==> src/rtl/timer.sv <==
`default_nettype none
`timescale 1ns/1ps
// ============================================================================
// Module      : timer
// Description : Two-digit BCD countdown timer. A start request loads a preset
//               and counts down once per prescaled tick, holding 00 with done.
// Revision    : 1.0 - initial release
// ============================================================================
module timer #(
    parameter int unsigned TICK_DIV   = 50000000,
    parameter int unsigned START_TENS = 5,
    parameter int unsigned START_ONES = 9
) (
    input  logic       clk,
    output logic [3:0] ones_digit,
    output logic [3:0] tens_digits,
    input  logic       start,
    input  logic       reset,
    output logic       done
);

    // A divide of one still needs a one-bit prescaler so the compare stays legal.
    localparam int unsigned c_ps_w = (TICK_DIV > 1) ? $clog2(TICK_DIV) : 1;
    localparam logic [c_ps_w-1:0] c_last_tick = c_ps_w'(TICK_DIV - 1);

    // Out-of-range presets saturate to 9 so the digits can never leave BCD.
    localparam logic [3:0] c_preset_tens = (START_TENS > 9) ? 4'd9 : 4'(START_TENS);
    localparam logic [3:0] c_preset_ones = (START_ONES > 9) ? 4'd9 : 4'(START_ONES);
    localparam logic       c_preset_zero = (c_preset_tens == 4'd0) && (c_preset_ones == 4'd0);

    typedef enum logic [1:0] {
        ST_IDLE = 2'd0,
        ST_RUN  = 2'd1,
        ST_DONE = 2'd2
    } state_t;

    state_t             r_state;
    logic [c_ps_w-1:0]  r_prescaler;

    logic [3:0] w_next_ones;
    logic [3:0] w_next_tens;
    logic       w_next_zero;
    logic       w_tick;

    assign w_tick = (r_prescaler == c_last_tick);

    // One BCD step down; 00 is a floor rather than wrapping to 99.
    always_comb begin
        w_next_ones = ones_digit;
        w_next_tens = tens_digits;
        if (ones_digit != 4'd0) begin
            w_next_ones = ones_digit - 4'd1;
        end else if (tens_digits != 4'd0) begin
            w_next_ones = 4'd9;
            w_next_tens = tens_digits - 4'd1;
        end
        w_next_zero = (w_next_ones == 4'd0) && (w_next_tens == 4'd0);
    end

    always_ff @(posedge clk or posedge reset) begin
        if (reset) begin
            r_state     <= ST_IDLE;
            tens_digits <= c_preset_tens;
            ones_digit  <= c_preset_ones;
            done        <= 1'b0;
            r_prescaler <= '0;
        end else begin
            case (r_state)
                ST_IDLE: begin
                    tens_digits <= c_preset_tens;
                    ones_digit  <= c_preset_ones;
                    done        <= 1'b0;
                    r_prescaler <= '0;
                    if (start) begin
                        if (c_preset_zero) begin
                            r_state <= ST_DONE;
                            done    <= 1'b1;
                        end else begin
                            r_state <= ST_RUN;
                        end
                    end
                end

                ST_RUN: begin
                    if (w_tick) begin
                        r_prescaler <= '0;
                        ones_digit  <= w_next_ones;
                        tens_digits <= w_next_tens;
                        if (w_next_zero) begin
                            r_state <= ST_DONE;
                            done    <= 1'b1;
                        end
                    end else begin
                        r_prescaler <= r_prescaler + 1'b1;
                    end
                end

                ST_DONE: begin
                    done <= 1'b1;
                    if (start) begin
                        tens_digits <= c_preset_tens;
                        ones_digit  <= c_preset_ones;
                        r_prescaler <= '0;
                        if (!c_preset_zero) begin
                            r_state <= ST_RUN;
                            done    <= 1'b0;
                        end
                    end
                end

                default: begin
                    r_state     <= ST_IDLE;
                    tens_digits <= c_preset_tens;
                    ones_digit  <= c_preset_ones;
                    done        <= 1'b0;
                    r_prescaler <= '0;
                end
            endcase
        end
    end

endmodule
`default_nettype wire

==> config.mk <==
export PLATFORM = sky130hd
export DESIGN_NAME = timer
export DESIGN_NICKNAME = d
export VERILOG_FILES = /design/src/rtl/timer.sv
export SDC_FILE = /design/constraint.sdc
export NUM_CORES = 1
export LEC_CHECK = 0
export BUFFER_PORTS_ARGS = -buffer_cell sky130_fd_sc_hd__buf_2
export CAP_MARGIN = 15
export CORE_ASPECT_RATIO = 0.8
export CORE_MARGIN = 10
export CORE_UTILIZATION = 40
export CTS_BUF_LIST = sky130_fd_sc_hd__clkbuf_4
export DETAILED_ROUTE_END_ITERATION = 6
export PLACE_DENSITY = 0.55
export SYNTH_ARGS = -nofsm -noshare
export SYNTH_HDL_FRONTEND = slang
export SYNTH_SLANG_ARGS = --single-unit
export TNS_END_PERCENT = 100
==> constraint.sdc <==
create_clock -name clk -period 6.6 [get_ports clk]
set_clock_uncertainty 0.15 [all_clocks]
set_input_delay 0.66 -clock clk [delete_from_list [all_inputs] [get_ports clk]]
set_output_delay 0.66 -clock clk [all_outputs]
set_load 0.01 [all_outputs]
==> results of run 1 <==
==> stage by stage <==
step,utilization (%),instance area (um^2),worst slack (ns),hold WS [ns],std cells
final,45.4,2340,3.80,0.246,316
after CTS,45.4,2340,3.81,0.255,316
after detailed placement,44.4,2280,3.81,0.384,308
after global placement,44.4,2280,3.92,0.379,308
after floorplan,-,2180,4.13,0.342,246
after global routing,45.4,2340,3.47,0.276,316
==> report_power, final <==
group	switching (uW)	internal (uW)	total, uW
Combinational	122	69.5	192
Sequential	30.0	252	282
Clock	73.6	49.2	123
==> Yosys cell counts (4+ instances only) <==
| cell | instances |
|---|---|
| sky130_fd_sc_hd__dfrtp_1 | 33 |
| sky130_fd_sc_hd__inv_1 | 15 |
| sky130_fd_sc_hd__a21oi_1 | 7 |
| sky130_fd_sc_hd__nor4_1 | 8 |
| sky130_fd_sc_hd__ha_1 | 6 |
| sky130_fd_sc_hd__nand2_1 | 12 |
| sky130_fd_sc_hd__nor3_1 | 12 |
| sky130_fd_sc_hd__nand4_1 | 12 |
| sky130_fd_sc_hd__nor2_1 | 25 |
| sky130_fd_sc_hd__nand3_1 | 14 |
| sky130_fd_sc_hd__and3_1 | 4 |
| sky130_fd_sc_hd__nor4b_1 | 4 |
| sky130_fd_sc_hd__nand2b_1 | 4 |
| sky130_fd_sc_hd__xnor2_1 | 16 |
| sky130_fd_sc_hd__or3_1 | 5 |
| sky130_fd_sc_hd__o21ai_0 | 12 |
| sky130_fd_sc_hd__dfstp_2 | 4 |
| sky130_fd_sc_hd__clkbuf_1 | 12 |
==> worst paths after layout <==
path                                      from             end  slack, ns  cells past startpoint
worst max-delay path            tens_digits[1]            done       3.80                      7
worst min-delay path                     reset  r_prescaler[9]       0.25                      3
worst max register to register  tens_digits[1]            done       3.80                      7
worst min register to register  r_prescaler[2]  r_prescaler[2]       0.39                      1
max in group asynchronous                reset   ones_digit[3]       5.68                      3
min in group clk                r_prescaler[2]  r_prescaler[2]       0.39                      1
==> cell type report <==
class,count,area share [%]
Sequential cell,37,39.8
Tap cell,62,3.31
Clock buffer,7,2.24
Inverter,15,2.41
Timing Repair Buffer,13,2.99
Multi-Input combinational cell,181,49.1
Clock inverter,1,0.160
==> routing by layer <==
metal	up-vias	wire length [um]	track usage [%]
li1	898	-	-
met1	835	2450	17.3
met2	37	1900	14.3
met3	8	269	2.73
met4	0	59	3.84
met5	-	0	0
==> state kept, by name, summed over array words and instances (netlist names) <==
signal / flops
done: 1
ones_digit: 4
r_prescaler: 26
r_state: 2
tens_digits: 4
==> logic make-up (layout without fill, tap and decap cells) <==
logic type      count (synthesis)  count (layout)  share of synthesized area, %
flops                          37              37                          42.7
buf+inv                        28              36                          4.82
fa+ha+maj                       6               6                          3.44
simple gates                  122             122                          31.5
mux                             1               1                         0.459
compound gates                 34              34                          9.82
xor+xnor                       18              18                          7.23
==> worst max-delay path: cells and delay by family, from the launching register on <==
family | cells | cell delay, ns
compound gates | 3 | 0.79
buf+inv | 1 | 0.09
simple gates | 2 | 0.98
fa+ha+maj | 1 | 0.25
flops | 1 | 0.43
==> metrics.md, run 1 <==
| Metric | Value |
|---|---|
| IO Pins | `12` |
| Number of synthesized flops with an enable pin | `0` |
| Area of the multi-input gates | `1150 um^2` |
| Maximum vdd drop | `0.000208 V` |
| Pin count of the biggest net entering global routing | `38` |
| Layout net count | `262` |
| Cell taking the most area after synthesis | `sky130_fd_sc_hd__dfrtp_1` |
| Type of the setup path with the least slack | `reg -> reg` |
| Async set-or-reset flop fraction in the synthesized netlist | `100%` |
| Arrival time at the worst endpoint | `2.88 ns` |
| Total wirelength of the detailed-routed design | `4680 um` |
| Crit-path slowest cell | `sky130_fd_sc_hd__nor3b_1` |
| GRT Util Overall | `11.2%` |
| Largest cells by area after synthesis | `sky130_fd_sc_hd__dfrtp_1 38%, sky130_fd_sc_hd__xnor2_1 6.4%, sky130_fd_sc_hd__dfstp_2 4.8%` |
| LEAKAGE | `0.000901 uW` |
| Number of design rule violations left after detail routing | `0` |
| Via-per-instance ratio | `5.63` |
| Most frequent cells in the layout | `33 x sky130_fd_sc_hd__dfrtp_1, 25 x sky130_fd_sc_hd__nor2_1, 16 x sky130_fd_sc_hd__xnor2_1` |
| Biggest fanout along the worst timing path | `6` |
| # clock sinks | `37` |
| Fraction of synthesized cell area taken by the top area cell type | `37.9%` |
| Overall via count from detail_route | `1,778` |
| Aggregate global routing overflow | `0` |
| Detailed-placement wirelength estimate | `3350 um` |
| H-tree levels | `2` |
| Most used DFF post-synth | `sky130_fd_sc_hd__dfrtp_1` |
| Register bit count reported by yosys | `37` |
| Placeable core region | `5150 um^2` |
| Standard-cell row count | `23` |
| Final count of negative-setup-slack endpoints | `0` |
| Y dimension of the die | `86.0 um` |
| Num CTS Buffers | `5` |
| Post-route clock period utilization | `42.5%` |
| Ordered cell list for the critical path | `inv_1 > ha_1 > nor3b_1 > a21oi_1 > o21ai_0 > o22ai_1 > or3_1` |
| Die Area | `8820 um^2` |
| P&R area growth vs syn | `7.41%` |
| Most common cell after layout, fill and taps aside | `sky130_fd_sc_hd__dfrtp_1` |
| Clock-pin slew of the registers on the worst-case setup and hold paths | `0.12 ns` |
| Weighted congestion at the end of routability-driven global placement | `0.832` |
| Antenna violation net count after detailed routing | `0` |
| Max-cap viol count | `0` |
| Min Clock Period, post-route | `2.80 ns` |
| Result of the run | `completed` |
| Post-Syn Area per Cell | `8.86 um^2` |
| Number of gates given a new drive strength after cts | `0` |
| Routed WL per cell | `14.8 um` |
| Later-pin clock latency in the skew report | `0.34 ns` |
| Clock buffer depth | `2` |
| Total setup buffers inserted after CTS | `0` |
| PwrDens | `255 nW/um^2` |
| Iteration count of the initial detailed-routing pass | `4` |
| Port-buffer cells | `11` |
| Register area | `931 um^2` |
| Count of unique library cells instantiated by Yosys | `45` |
| Highest Clock Rate | `357 MHz` |
| Diode count | `0` |
| Capturing element type of the critical path | `flop` |
| Fill cell instance count of the final layout | `501` |
| Via count of the first global-routing pass | `1,549` |
| Synthesized instance count | `246` |
| Post-Syn Nets | `255` |
| Overall power after layout | `596 uW` |
| Number of endpoints with negative hold slack in the final report | `0` |
| Tightest Pin Transition | `0.725 ns` |
| Min-delay worst type | `in -> async` |
| Iteration-0 DRC count of the detailed router | `94` |
| Startpoint class of the critical path | `flop` |
| Part of the Yosys area used for sequential elements | `42.7%` |
| Antenna violations before repair | `0` |
| Crit-path max cell delay | `0.59 ns` |
| Crit path required time | `6.68 ns` |
| Hold_buf cts | `0` |
| Horizontal die dimension | `103 um` |
| Starting density of the core | `42.3%` |
| Max-slew violation count | `0` |
| CTS Root Buffer Type | `sky130_fd_sc_hd__clkbuf_4` |
| CTS tree | `built` |
| First-pass GRT wire length | `7980 um` |
| Worst slew margin relative to its limit | `51.2%` |
| Final setup TNS | `0 ns` |
| Summed instance area of the synthesized netlist | `2180 um^2` |
| Setup repair after global routing missed its margin | `no` |
| Share of cells above drive strength 1 | `11.8%` |
| YS warnings | `0` |
Note: power is estimated with default switching activity, not from simulation.
==> run 2: changes to the inputs <==
==> constraint.sdc (replaced) <==
create_clock -name clk -period 2.7 [get_ports clk]
set_clock_uncertainty 0.15 [all_clocks]
set_input_delay 0.27 -clock clk [delete_from_list [all_inputs] [get_ports clk]]
set_output_delay 0.27 -clock clk [all_outputs]
set_load 0.01 [all_outputs]
==> metrics.md, run 2 (same netlist as run 1, synthesis figures left out) <==
| Metric | Value |
|---|---|
| Standard-cell row count | `23` |
| Y dimension of the die | `86.0 um` |
| Min-delay worst type | `in -> reg` |
| Via count of the first global-routing pass | `1,732` |
| Number of design rule violations left after detail routing | `0` |
| Sum of buffers and inverters on the critical path | `2` |
| Layout net count | `272` |
| Clock buffer depth | `2` |
| Starting density of the core | `42.3%` |
| Crit-path slowest cell | `sky130_fd_sc_hd__or3b_2` |
| Type of the setup path with the least slack | `reg -> reg` |
| Maximum vdd drop | `0.000314 V` |
| Post-route worst hold slack | `0.0902 ns` |
| Arrival time at the worst endpoint | `2.59 ns` |
| Most common cell after layout, fill and taps aside | `sky130_fd_sc_hd__dfrtp_1` |
| Via-per-instance ratio | `5.56` |
| # clock sinks | `37` |
| Final count of negative-setup-slack endpoints | `0` |
| Aggregate global routing overflow | `0` |
| Later-pin clock latency in the skew report | `0.35 ns` |
| Port-buffer cells | `11` |
| Antenna violations before repair | `0` |
| Post-route clock period utilization | `92.5%` |
| Result of the run | `completed` |
| Delay-heaviest family, CP | `simple AND/OR/NAND/NOR gates` |
| Clock-pin slew of the registers on the worst-case setup and hold paths | `0.11 ns` |
| Ordered cell list for the critical path | `inv_1 > ha_1 > or3b_2 > a32oi_1 > nor4_1 > buf_4 > and4_1 > or3_1` |
| IO Pins | `12` |
| Iteration-0 DRC count of the detailed router | `139` |
| Min Clock Period, post-route | `2.50 ns` |
| Weighted congestion at the end of routability-driven global placement | `0.814` |
| First-pass GRT wire length | `8820 um` |
| Pin count of the biggest net entering global routing | `38` |
| Routed WL per cell | `15.4 um` |
| Iteration count of the initial detailed-routing pass | `4` |
| Worst slew margin relative to its limit | `62.5%` |
| Num CTS Buffers | `5` |
| Crit-path max cell delay | `0.55 ns` |
| Placeable core region | `5150 um^2` |
| Number of endpoints with negative hold slack in the final report | `0` |
| CTS Root Buffer Type | `sky130_fd_sc_hd__clkbuf_4` |
| CTS tree | `built` |
| Horizontal die dimension | `103 um` |
| Fill cell instance count of the final layout | `483` |
| Most frequent cells in the layout | `33 x sky130_fd_sc_hd__dfrtp_1, 25 x sky130_fd_sc_hd__nor2_1, 16 x sky130_fd_sc_hd__xnor2_1` |
| Highest Clock Rate | `400 MHz` |
| Total wirelength of the detailed-routed design | `5020 um` |
| P&R area growth vs syn | `12.0%` |
| Largest registers in the final layout | `r_prescaler: 26 flops, ones_digit: 4 flops, tens_digits: 4 flops` |
| Max-cap viol count | `0` |
| Biggest fanout along the worst timing path | `7` |
| Capturing element type of the critical path | `flop` |
| Diode count | `0` |
| Die Area | `8820 um^2` |
| Largest Register | `r_prescaler` |
| PwrDens | `654 nW/um^2` |
| Share of cells above drive strength 1 | `14.8%` |
| Antenna violation net count after detailed routing | `0` |
| Crit path required time | `2.79 ns` |
| Max-slew violation count | `0` |
| Detailed-placement wirelength estimate | `3490 um` |
| Tightest Pin Transition | `0.562 ns` |
| H-tree levels | `2` |
| Setup repair after global routing missed its margin | `no` |
| GRT Util Overall | `12.4%` |
| Startpoint class of the critical path | `flop` |
| Total setup buffers inserted after CTS | `0` |
| LEAKAGE | `0.000960 uW` |
| Final setup TNS | `0 ns` |
| Largest register FFs | `26` |
| Overall via count from detail_route | `1,811` |
==> run 2: worst paths after layout <==
check | depth (start not counted) | to | slack (ns) | start
max | 8 | done | 0.20 | ones_digit[1]
min | 3 | r_state[1] | 0.09 | start
max reg2reg | 8 | done | 0.20 | ones_digit[1]
max in group asynchronous | 4 | tens_digits[0] | 1.62 | reset
min reg2reg | 1 | r_prescaler[0] | 0.40 | r_prescaler[0]
min in group asynchronous | 4 | r_prescaler[8] | 0.40 | reset
==> run 2: worst min-delay path, stage by stage <==
cell and delay, ns:
sky130_fd_sc_hd__buf_2 0.11, sky130_fd_sc_hd__or2_2 0.12, sky130_fd_sc_hd__a21oi_1 0.06
==> run 2: per-stage QoR <==
stage                     cell area [um^2]  cells  total power (uW)  setup slack [ns]  utilization (%)
final                                 2440    326              1600             0.203             47.4
after global placement                2350    317              1220             0.303             45.7
after detailed placement              2350    317              1210             0.236             45.7
after CTS                             2440    326              1620             0.215             47.4
after floorplan                       2180    246              1030             0.231                -
after global routing                  2440    326              1720            0.0375             47.4
==> run 2: final cells by class <==
class,instances,area (um^2),share of cell area [%]
Clock inverter,2,33.8,1.38
Inverter,15,56.3,2.31
Timing Repair Buffer,23,148,6.05
Sequential cell,37,931,38.1
Tap cell,62,77.6,3.18
Clock buffer,6,45.0,1.85
Multi-Input combinational cell,181,1150,47.1
==> run 2: power breakdown <==
part	internal [uW]	switching, uW
Sequential	615	69.9
Clock	203	194
Combinational	202	314
Total	1020	578
==> run 2: routing by layer <==
layer / track usage, % / routed length, um / vias to the layer above
met2: 16.7 / 2080 / 37
met3: 3.29 / 218 / 9
met5: 0 / 0 / -
met1: 18.4 / 2630 / 843
li1: - / - / 922
met4: 4.09 / 80 / 0
==> run 2: repair_timing <==
item,CTS,global route
hold endpoints to repair,33,0
gates resized for setup,0,0
hold buffers,1,0
==> run 3: changes to the inputs <==
==> constraint.sdc (replaced) <==
create_clock -name clk -period 2.45 [get_ports clk]
set_clock_uncertainty 0.15 [all_clocks]
set_input_delay 0.245 -clock clk [delete_from_list [all_inputs] [get_ports clk]]
set_output_delay 0.245 -clock clk [all_outputs]
set_load 0.01 [all_outputs]
==> metrics.md, run 3 (same netlist as run 1, synthesis figures left out) <==
| Metric | Value |
|---|---|
| Final count of negative-setup-slack endpoints | `0` |
| Detailed-placement wirelength estimate | `3600 um` |
| Largest register FFs | `26` |
| Highest Clock Rate | `425 MHz` |
| Starting density of the core | `42.3%` |
| Standard-cell row count | `23` |
| Via count of the first global-routing pass | `1,711` |
| LEAKAGE | `0.00103 uW` |
| Register-to-Register Setup Slack | `0.1 ns` |
| Post-route clock period utilization | `96.1%` |
| Crit path required time | `2.53 ns` |
| Min-delay worst type | `in -> reg` |
| IO Pins | `12` |
| Worst slew margin relative to its limit | `68.3%` |
| Die Area | `8820 um^2` |
| Largest Register | `r_prescaler` |
| Biggest fanout along the worst timing path | `7` |
| First-pass GRT wire length | `8720 um` |
| Startpoint class of the critical path | `flop` |
| CP endpoint | `done` |
| Routed WL per cell | `15.2 um` |
| GRT Util Overall | `12.2%` |
| Max-slew violation count | `0` |
| Tightest Pin Transition | `0.475 ns` |
| Antenna violations before repair | `0` |
| Y dimension of the die | `86.0 um` |
| Most common cell after layout, fill and taps aside | `sky130_fd_sc_hd__dfrtp_1` |
| Num CTS Buffers | `5` |
| CTS tree | `built` |
| Arrival time at the worst endpoint | `2.43 ns` |
| Number of endpoints with negative hold slack in the final report | `0` |
| Maximum vdd drop | `0.000448 V` |
| Post-route worst hold slack | `0.0710 ns` |
| Layout net count | `283` |
| Pin count of the biggest net entering global routing | `38` |
| Later-pin clock latency in the skew report | `0.35 ns` |
| Most frequent cells in the layout | `33 x sky130_fd_sc_hd__dfrtp_1, 25 x sky130_fd_sc_hd__nor2_1, 22 x sky130_fd_sc_hd__buf_4` |
| Iteration-0 DRC count of the detailed router | `100` |
| Horizontal die dimension | `103 um` |
| Final Util | `48.9%` |
| Overall via count from detail_route | `1,889` |
| Launch point of the critical path | `ones_digit[0]` |
| Reg-to-reg critical path endpoint | `done` |
| Number of standard cells in the layout, taps in and fillers out | `337` |
| Min Clock Period, post-route | `2.35 ns` |
| Port-buffer cells | `11` |
| Iteration count of the initial detailed-routing pass | `4` |
| Largest registers in the final layout | `r_prescaler: 26 flops, ones_digit: 4 flops, tens_digits: 4 flops` |
| CTS Root Buffer Type | `sky130_fd_sc_hd__clkbuf_4` |
| Number of placed cells counting well taps | `327` |
| Clock buffer depth | `2` |
| Cells on worst reg2reg path | `7` |
| # clock sinks | `37` |
| Via-per-instance ratio | `5.61` |
| PwrDens | `672 nW/um^2` |
| Weighted congestion at the end of routability-driven global placement | `0.808` |
| Diode count | `0` |
| Share of cells above drive strength 1 | `19.3%` |
| Result of the run | `completed` |
| Type of the setup path with the least slack | `reg -> reg` |
| Placeable core region | `5150 um^2` |
| Max-cap viol count | `0` |
| Origin of the critical flop-to-flop path | `ones_digit[0]` |
| Clock-pin slew of the registers on the worst-case setup and hold paths | `0.12 ns` |
| Capturing element type of the critical path | `flop` |
| Antenna violation net count after detailed routing | `0` |
| Number of design rule violations left after detail routing | `0` |
| H-tree levels | `2` |
| Aggregate global routing overflow | `0` |
| P&R area growth vs syn | `15.7%` |
| Total wirelength of the detailed-routed design | `5110 um` |
run 3: worst min path at each step:
stage / startpoint / endpoint / slack (ns) / cells past startpoint
after floorplan: reset / done / 0.27 / 1
after global placement: reset / r_prescaler[10] / 0.24 / 3
after detailed placement: reset / r_prescaler[10] / 0.24 / 3
after CTS: start / r_state[1] / 0.05 / 3
after global routing: start / r_state[1] / 0.09 / 3
final: start / r_state[1] / 0.07 / 3
run 3: per-layer routing:
layer  wire, um  up-vias  global-route usage (%)
li1           -      944                       -
met3        211        5                    3.05
met5          0        -                       0
met2       2070       39                    16.8
met1       2780      901                    18.0
met4         51        0                    3.84
run 3: per-stage QoR:
step / setup TNS (ns) / setup WS (ns) / total power (uW) / cell area, um^2
2_1_floorplan: 0 / 0.0572 / 1130 / 2190
3_3_place_gp: 0 / 0.152 / 1370 / 2430
3_5_place_dp: 0 / 0.0992 / 1370 / 2430
4_1_cts: 0 / 0.0691 / 1710 / 2500
5_1_grt: -0.00818 / -0.00818 / 1820 / 2520
6_report: 0 / 0.0960 / 1690 / 2520
run 3: area by class of cell:
| class | count | area, um^2 |
|---|---|---|
| clock inverter | 2 | 10.0 |
| multi-input combinational | 181 | 1170 |
| timing repair buffer | 34 | 230 |
| sequential | 37 | 931 |
| fill | 495 | 2630 |
| tap | 62 | 77.6 |
| clock buffer | 6 | 45.0 |
| inverter | 15 | 56.3 |
run 3: timing repair:
| item | 4_1_cts | 5_1_grt |
|---|---|---|
| setup buffers | 0 | 1 |
| hold buffers | 1 | 0 |
| setup endpoints to repair | 0 | 2 |
| gates resized for setup | 0 | 2 |
| endpoints found under the hold margin | 33 | 0 |
run 3: worst max-delay path, cell delays in order, from the launching register on:
cell	delay [ns]
sky130_fd_sc_hd__dfstp_2	0.42
sky130_fd_sc_hd__inv_1	0.08
sky130_fd_sc_hd__ha_1	0.17
sky130_fd_sc_hd__or3b_2	0.55
sky130_fd_sc_hd__a32oi_1	0.29
sky130_fd_sc_hd__nor4_4	0.10
sky130_fd_sc_hd__and4_1	0.19
sky130_fd_sc_hd__or3_1	0.29
run 3: where the power goes:
part / internal, uW / switching [uW] / total [uW]
clock: 121 / 215 / 336
combinational: 248 / 373 / 622
sequential: 677 / 59.1 / 736
total: 1050 / 647 / 1690
